<file path="src/rtl/stack_arb.sv">
// Serialising arbiter that lets two requesters push to and pop from an external 8x4 stack.
// Define STACK_ARB_RR_EN for round-robin arbitration; without it requester 0 has fixed priority.
module stack_arb (
   input  logic       clk,
   input  logic       rstN,
   input  logic       req0,
   input  logic       req1,
   input  logic       op0,
   input  logic       op1,
   input  logic [3:0] wdata0,
   input  logic [3:0] wdata1,
   output logic       ack0,
   output logic       ack1,
   output logic       err,
   output logic [3:0] rdata,
   output logic       busy,
   output logic       stk_push,
   output logic       stk_pop,
   output logic [3:0] stk_data_in,
   input  logic [3:0] stk_data_out,
   input  logic       stk_full,
   input  logic       stk_empty
);

   // state | meaning
   // IDLE  | waiting for a request; grant happens at the edge leaving IDLE
   // ISSUE | one-cycle push or pop strobe to the stack
   // RESP  | one-cycle ack (and err/rdata) to the granted requester
   typedef enum logic [1:0] {
      IDLE  = 2'd0,
      ISSUE = 2'd1,
      RESP  = 2'd2
   } state_t;

   state_t     state_q;
   state_t     state_d;
   logic       idx_q;
   logic       op_q;
   logic       err_q;
   logic [3:0] wdata_q;

   logic       any_req;
   logic       gnt_idx;
   logic       gnt_op;
   logic [3:0] gnt_wdata;
   logic       gnt_illegal;
   logic       grant;

   assign any_req = req0 | req1;
   assign grant   = (state_q == IDLE) && any_req;

`ifdef STACK_ARB_RR_EN
   // prio_q names the requester that wins the next tie; it flips away from each winner.
   logic prio_q;

   always_ff @(posedge clk or negedge rstN) begin
      if (!rstN)
         prio_q <= 1'b0;
      else if (grant)
         prio_q <= ~gnt_idx;
   end

   assign gnt_idx = (req0 && req1) ? prio_q : req1;
`else
   assign gnt_idx = ~req0;
`endif

   assign gnt_op      = gnt_idx ? op1 : op0;
   assign gnt_wdata   = gnt_idx ? wdata1 : wdata0;
   assign gnt_illegal = gnt_op ? stk_full : stk_empty;

   always_ff @(posedge clk or negedge rstN) begin
      if (!rstN) begin
         state_q <= IDLE;
         idx_q   <= 1'b0;
         op_q    <= 1'b0;
         err_q   <= 1'b0;
         wdata_q <= 4'd0;
      end else begin
         state_q <= state_d;
         if (grant) begin
            idx_q   <= gnt_idx;
            op_q    <= gnt_op;
            err_q   <= gnt_illegal;
            wdata_q <= gnt_wdata;
         end
      end
   end

   always_comb begin
      state_d     = state_q;
      ack0        = 1'b0;
      ack1        = 1'b0;
      err         = 1'b0;
      rdata       = 4'd0;
      busy        = 1'b0;
      stk_push    = 1'b0;
      stk_pop     = 1'b0;
      stk_data_in = 4'd0;
      case (state_q)
         IDLE: begin
            if (any_req)
               state_d = gnt_illegal ? RESP : ISSUE;
         end
         ISSUE: begin
            busy     = 1'b1;
            stk_push = op_q;
            stk_pop  = ~op_q;
            if (op_q)
               stk_data_in = wdata_q;
            state_d  = RESP;
         end
         RESP: begin
            busy = 1'b1;
            ack0 = ~idx_q;
            ack1 = idx_q;
            err  = err_q;
            if (!err_q && !op_q)
               rdata = stk_data_out;
            state_d = IDLE;
         end
         default: state_d = IDLE;
      endcase
   end

endmodule
</file>
<file path="config.mk">
export PLATFORM = sky130hd
export DESIGN_NAME = stack_arb
export DESIGN_NICKNAME = d
export VERILOG_FILES = /design/src/rtl/stack_arb.sv
export SDC_FILE = /design/constraint.sdc
export NUM_CORES = 1
export LEC_CHECK = 0
export CAP_MARGIN = 0
export CORE_UTILIZATION = 36
export CTS_CLUSTER_SIZE = 14
export DETAILED_ROUTE_END_ITERATION = 16
export GPL_TIMING_DRIVEN = 0
export PLACE_DENSITY = 0.84
export SLEW_MARGIN = 25
export SYNTH_ARGS = -nofsm -noshare
export SYNTH_HDL_FRONTEND = slang
export SYNTH_SLANG_ARGS = --single-unit
export TNS_END_PERCENT = 20
</file>
<file path="constraint.sdc">
create_clock -name clk -period 1.49 [get_ports clk]
set_clock_uncertainty 0.1 [all_clocks]
set_input_delay 0.298 -clock clk [delete_from_list [all_inputs] [get_ports clk]]
set_output_delay 0.298 -clock clk [all_outputs]
set_load 0.02 [all_outputs]
</file>
# == Yosys cells after proc, flatten, opt, wreduce, memory -nomap -nowiden ==
# Index checks and enable logic that the tools add are counted.
# classes
mux,16
n_eq_ne,3
bitwise,4
n_reduce_logical,6
# ops
op,n
$mux W4,5
$mux W1,8
$mux W2,2
$pmux W2 S2,1
$not A1 Y1,3
$eq A2 B1 Y1 const B,1
$eq A2 B2 Y1 const B,1
$logic_and A1 B1 Y1,2
$logic_not A1 Y1,2
$logic_not A2 Y1,1
$ne A2 B2 Y1 const B,1
$reduce_or A2 Y1,1
$or A1 B1 Y1,1
# totals
out_inout_bits,14
reg_bits,9

# == Logic depth before layout (Yosys ltp) ==
# Gate-level depths: netlist (run 1).
# depth
depth_word,5
depth_mapped,6
mapped_depth_nobuf,5

# == Least setup slack after synthesis (run 1) ==
# OpenSTA, ideal clock, no wires.
# synth_path
path_kind,register to output
from,register state_q[0]
to,output port rdata[0]
required_ns,1.092
arrival_ns,1.136
n_path_buf,0
slack_ns,-0.044
path_stages_with_launch,5
path_cell_list,dfrtp_1 inv_1 ha_1 nor3b_1 and2_1
# synth_between
elab_chain_len,2
# synth_rtl
item,line_no,rtl
from (decl),35,state_t state_q;
from (signal assigned),80,state_q <= state_d;
$eq A2 B2 Y1,100,case (state_q)
$mux W4,100,
to (decl),15,"output logic [3:0] rdata,"
# Every way passes these cells.

# == Worst setup path in the final report (run 1) ==
# layout_path
from,register state_q[0]
to,output port rdata[1]
# The elaborated chain is that of the path after synthesis.

==> results of run 1 <==
-- synthesized netlist by cell type --
cell	instances
o22ai_1	10
dfrtp_1	9
a21oi_1	7
buf_4	1
and2_1	7
nor2_1	2
nor2b_1	3
ha_1	3
o21ai_1	1
buf_2	1
mux2i_1	4
buf_6	1
nor3b_1	1
nand2_1	4
a21boi_0	1
and3_1	4
o21a_1	1
inv_1	3
a31oi_1	1
a22oi_1	1
o21ai_0	1
-- final timing paths --
kind / end / slack, ps / startpoint / cells after the start
worst min-delay path: idx_q / 140 / req0 / 2
min in group asynchronous: wdata_q[2] / 210 / rstN / 1
worst max register to register: err_q / 30 / state_q[0] / 7
max in group asynchronous: state_q[1] / 770 / rstN / 1
worst max-delay path: rdata[1] / -320 / state_q[0] / 5
worst min register to register: state_q[0] / 490 / state_q[0] / 2
-- critical path, stage by stage, from the launching register on --
cell	delay (ps)
dfrtp_1	400
inv_2	100
ha_4	130
nor3b_4	220
and2_4	180
buf_6	100
-- flip-flops by register name (all words and copies together) (netlist names) --
signal,count
idx_q,1
state_q,2
err_q,1
wdata_q,4
op_q,1
-- cells by family after synthesis --
logic type | count (synthesis)
compound gates | 23
fa+ha+maj | 3
buf+inv | 6
flops | 9
mux | 4
simple gates | 21
-- area by class of cell --
cell class / count / area share
multi-input combinational: 51 / 0.385
timing repair buffer: 33 / 0.301
inverter: 3 / 0.0114
clock buffer: 4 / 0.0266
buffer: 3 / 0.0266
tap: 16 / 0.0203
sequential: 9 / 0.229
-- placed cells by master, fill, tap and decap left out, types with 2 or more instances in the layout --
cell,instances
clkdlybuf4s50_1,17
nor2_1,2
ha_4,2
and2_4,4
dfrtp_1,8
a21oi_1,7
mux2i_1,4
and2_1,3
buf_6,7
buf_2,6
o22ai_1,10
nand2_1,4
clkbuf_4,3
inv_2,2
buf_4,6
nor2b_1,3
and3_1,4
-- routing by layer --
layer | global-route usage | wire [um] | up-vias
met3 | 0.0345 | 92 | 3
met2 | 0.360 | 816 | 29
li1 | - | - | 316
met5 | 0 | 0 | -
met4 | 0.0750 | 31 | 0
met1 | 0.225 | 654 | 300
-- metrics by stage --
step           total power [mW]  setup TNS, ps  instance area [um2]  utilization
2_1_floorplan             0.974              0                  602            -
3_3_place_gp               1.27          -5720                  932        0.612
3_5_place_dp               1.31          -6270                  932        0.612
4_1_cts                    1.54          -2830                  966        0.634
5_1_grt                    1.70          -3870                  988        0.649
6_report                   1.59          -3010                  988        0.649
-- repair_timing --
item                                   in CTS  in global routing
buffers inserted                            1                  1
hold buffers                                0                  0
setup endpoints to repair                  14                 23
endpoints found under the hold margin       0                  0
resized for setup                          78                  7
pin swaps                                   5                  4
-- power groups by stage --
| stage | registers, mW | clock network [mW] | logic [mW] |
|---|---|---|---|
| 6_report | 0.497 | 0.202 | 0.890 |
| 5_1_grt | 0.516 | 0.217 | 0.970 |
| 4_1_cts | 0.491 | 0.202 | 0.851 |
| 3_5_place_dp | 0.477 | 0 | 0.836 |
| 3_3_place_gp | 0.463 | 0 | 0.810 |
| 2_1_floorplan | 0.440 | 0 | 0.534 |
==> flow_summary_export.csv, run 1 <==
group,metric,value,unit
status,status,"finished, violations left",
status,violations,"setup timing",
power,p_sw,0.680,mW
yosys,yosys.area.top_type,"dfrtp_1",
die,die-height,42.5,um
power,combPwrFrac,0.560,
yosys,syn_area,592,um2
timing,setup_slack,-316,ps
die,num_io_pins,34,
route,route.detailed.drc,0,
yosys,synth_warnings,0,
finish,diodes,0,
yosys,synth_top_area_frac,0.381,
yosys,synth_seq_area_share,0.381,
clocking,clock_latency,270,ps
yosys,synth_simple_gate_area_frac,0.199,
run,maxCapViolCount,0,
route,first_pass_iters,4,
timing,whs,142,ps
route,drtIter0Drc,13,
clocking,cts_inserted_buffers,3,
critical_path,startpoint_type,"flip-flop",
finish,area_growth,67.0,%
yosys,ys_seq_elements,9,
critical_path,path_class,"reg2out",
critical_path,critPathArrivalTime,1410,ps
yosys,synth.distinct_cells,21,
timing,finalMaxSlewViolations,0,
timing,tightest_slew,398,ps
yosys,synthMuxAreaShare,0.0677,
placement,dp_slack,-565,ps
die,die_w,42.5,um
critical_path,end_kind,"output pin",
power,power.leakage,0.454,nW
clocking,root_buffer,"clkbuf_4",
route,viasPerCell,5.45,
global_route,overflow,0,
clocking,path_clk_slew,60,ps
yosys,synthTopCellsByArea,"dfrtp_1 (38%), o22ai_1 (11%), and2_1 (7.4%), mux2i_1 (6.8%), ha_1 (6.3%)",
power,pwr-share-clk,0.127,
route,vias,648,
placement,io_buffers,31,
power,p_seq_frac,0.313,
placement,dp_cells,113,
finish,seq_area,226,um2
clocking,cts_sinks,9,
die,num_rows,14,
clocking,cts_tree,"built",
route,post_drt_wl_per_cell,13.4,um
timing,fmax,554,MHz
timing,finalCriticalPeriod,1810,ps
global_route,grt_pass1_vias,616,
power,switching_share,0.428,
die,core-area,1520,um2
placement,gp_congestion,0.760,
global_route,track_usage,0.197,
finish,drive_above_1_share,0.320,
route,detail-route-antenna-nets,0,
critical_path,worstPathRequired,1090,ps
finish,fin_nets,127,
global_route,antenna_found_initial,0,
yosys,synth_fa_ha_area_frac,0.0634,
timing,slew_headroom,0.734,
route,routed_wl,1.59,mm
yosys,avgSynthCellArea,8.97,um2
global_route,grt_max_degree,11,
timing,report.final.hold_viol_count,0,
finish,multi_input_area,380,um2
finish,fillers,130,
yosys,synth_xor_xnor_area_share,0,
clocking,h-tree-depth,1,
power,power_density,1610,nW/um2
placement,hpwl,1.24,mm
timing,period_share,1.21,
yosys,synth_compound_area_frac,0.230,
timing,setup_viol,14,
min_path,hp-class,"in2reg",
global_route,grt_pass1_wl,2.68,mm
power,cell_internal_pwr,0.910,mW
power,max-vdd-ir-drop,0.702,mV
yosys,syn_inst,66,
yosys,synth_top_family_by_area,"compound AO/OA/AOI/OAI gates",
finish,finalNonFillerCells,119,
timing,rsz0062_at_grt,"true",
critical_path,path_max_fanout,4,
yosys,synthesis.nets,89,
die,start_util,0.388,
die,die_area,1810,um2
clocking,clockBufferDepth,2,
Power figures use the tool's default switching activity.
==> run 2, diff against run 1 <==
--- a/config.mk
+++ b/config.mk
@@ -10,6 +10,7 @@
 export CTS_CLUSTER_SIZE = 14
 export DETAILED_ROUTE_END_ITERATION = 16
 export GPL_TIMING_DRIVEN = 0
+export MAX_ROUTING_LAYER = met4
 export PLACE_DENSITY = 0.84
 export SLEW_MARGIN = 25
 export SYNTH_ARGS = -nofsm -noshare
==> run 2 against run 1 <==
  * The flow still finishes with violations (setup timing)
  * Sequential share of layout area unchanged
  * Sequential power barely moved
  * Die area did not move
  * Final cell count unchanged
  * Critical path type unchanged
  * Largest power group unchanged
==> flow_summary_export.csv, run 2 (synthesized netlist as in run 1, its figures left out) <==
group,metric,value,unit
power,p_seq_frac,0.313,
power,power.leakage,0.454,nW
clocking,cts_tree,"built",
die,die-height,42.5,um
timing,finalCriticalPeriod,1800,ps
critical_path,end_kind,"output pin",
global_route,antenna_found_initial,0,
route,route.detailed.drc,0,
placement,io_buffers,31,
timing,slew_headroom,0.734,
die,die_w,42.5,um
finish,layout_common_cells,"clkdlybuf4s50_1 (17), o22ai_1 (10), dfrtp_1 (8)",
route,detail-route-antenna-nets,0,
route,drtIter0Drc,13,
power,combPwrFrac,0.561,
clocking,h-tree-depth,1,
timing,setup_viol,14,
die,core-area,1520,um2
timing,tns,-2950,ps
clocking,cts_hold_buffers,0,
global_route,grt_pass1_vias,616,
finish,diodes,0,
finish,area_growth,67.0,%
global_route,grt_pass1_wl,2.68,mm
timing,finalMaxSlewViolations,0,
placement,dp_slack,-565,ps
route,vias,647,
critical_path,path_max_fanout,4,
status,violations,"setup timing",
min_path,hp-class,"in2reg",
route,post_drt_wl_per_cell,13.3,um
timing,report.final.hold_viol_count,0,
clocking,cts_inserted_buffers,3,
critical_path,critPathArrivalTime,1400,ps
die,num_rows,14,
finish,reg_top3,"wdata_q (4), state_q (2)",
finish,seq_area,226,um2
global_route,track_usage,0.203,
route,routed_wl,1.59,mm
clocking,root_buffer,"clkbuf_4",
power,p_sw,0.678,mW
critical_path,startpoint_type,"flip-flop",
power,max-vdd-ir-drop,0.702,mV
placement,hpwl,1.24,mm
timing,tightest_slew,398,ps
placement,dp_cells,113,
finish,stdcell_area,988,um2
critical_path,path_class,"reg2out",
die,die_area,1810,um2
clocking,path_clk_slew,60,ps
finish,largest_reg_flops,4,
timing,fmax,555,MHz
run,maxCapViolCount,0,
power,switching_share,0.427,
finish,finalNonFillerCells,119,
placement,place_area,932,um2
placement,gp_congestion,0.770,
finish,final_common_cell,"clkdlybuf4s50_1",
status,status,"finished, violations left",
finish,utilization,0.649,
finish,regMostFlops,"wdata_q",
die,start_util,0.388,
timing,rsz0062_at_grt,"true",
finish,drive_above_1_share,0.320,
finish,fillers,130,
timing,period_share,1.21,
global_route,overflow,0,
clocking,clock_latency,260,ps
route,viasPerCell,5.44,
clocking,clockBufferDepth,2,
global_route,grt_max_degree,11,
clocking,cts_sinks,9,
power,pwr-share-clk,0.126,
power,cell_internal_pwr,0.910,mW
timing,setup_slack,-312,ps
finish,fin_nets,127,
finish,multi_input_area,380,um2
route,first_pass_iters,4,
power,power_density,1610,nW/um2
critical_path,worstPathRequired,1090,ps
die,num_io_pins,34,
-- run 2: cell counts in the layout (fill, tap and decap cells not counted) --
No cell type changed its count.
-- run 2: power by group through the flow --
| stage | Sequential (mW) | Combinational (mW) | Clock, mW |
|---|---|---|---|
| after floorplan | 0.440 | 0.534 | 0 |
| after global placement | 0.463 | 0.810 | 0 |
| after detailed placement | 0.477 | 0.836 | 0 |
| after CTS | 0.491 | 0.851 | 0.202 |
| after global routing | 0.516 | 0.970 | 0.217 |
| final | 0.497 | 0.891 | 0.200 |
-- run 2: layout make-up --
| class | count | share of cell area |
|---|---|---|
| well taps | 16 | 0.0203 |
| inverters | 3 | 0.0114 |
| flip-flops and latches | 9 | 0.229 |
| clock buffers | 4 | 0.0266 |
| plain buffers | 3 | 0.0266 |
| repair buffers | 33 | 0.301 |
| multi-input cells | 51 | 0.385 |
-- run 2: through the flow --
step / hold WS (ps) / total power [mW]
after floorplan: -97.6 / 0.974
after global placement: 405 / 1.27
after detailed placement: 419 / 1.31
after CTS: 142 / 1.54
after global routing: 143 / 1.70
final: 144 / 1.59
-- run 2: worst paths after layout --
path / end / startpoint / slack, ps / depth (start not counted)
worst min-delay path: idx_q / req0 / 140 / 2
worst max register to register: err_q / state_q[0] / 30 / 7
max in group asynchronous: state_q[1] / rstN / 760 / 1
worst min register to register: state_q[0] / state_q[0] / 490 / 2
min in group asynchronous: wdata_q[2] / rstN / 210 / 1
worst max-delay path: rdata[1] / state_q[0] / -310 / 5
-- run 2: worst max-delay path, cell delays in order, from the launching register on --
cell and delay (ps):
dfrtp_1 400, inv_2 100, ha_4 130, nor3b_4 220, and2_4 180, buf_6 100
-- run 2: what timing repair did --
item,4_1_cts,5_1_grt
endpoints found under the setup margin,14,23
pin swaps,5,4
gates resized for setup,78,7
setup buffers,1,1
-- run 2: per-layer routing --
metal | vias to the layer above | track usage | part of all wire
met5 | - | - | 0
met4 | 0 | 0.0750 | 0.020
met3 | 3 | 0.0345 | 0.058
met2 | 29 | 0.360 | 0.51
met1 | 299 | 0.225 | 0.41
li1 | 316 | - | -
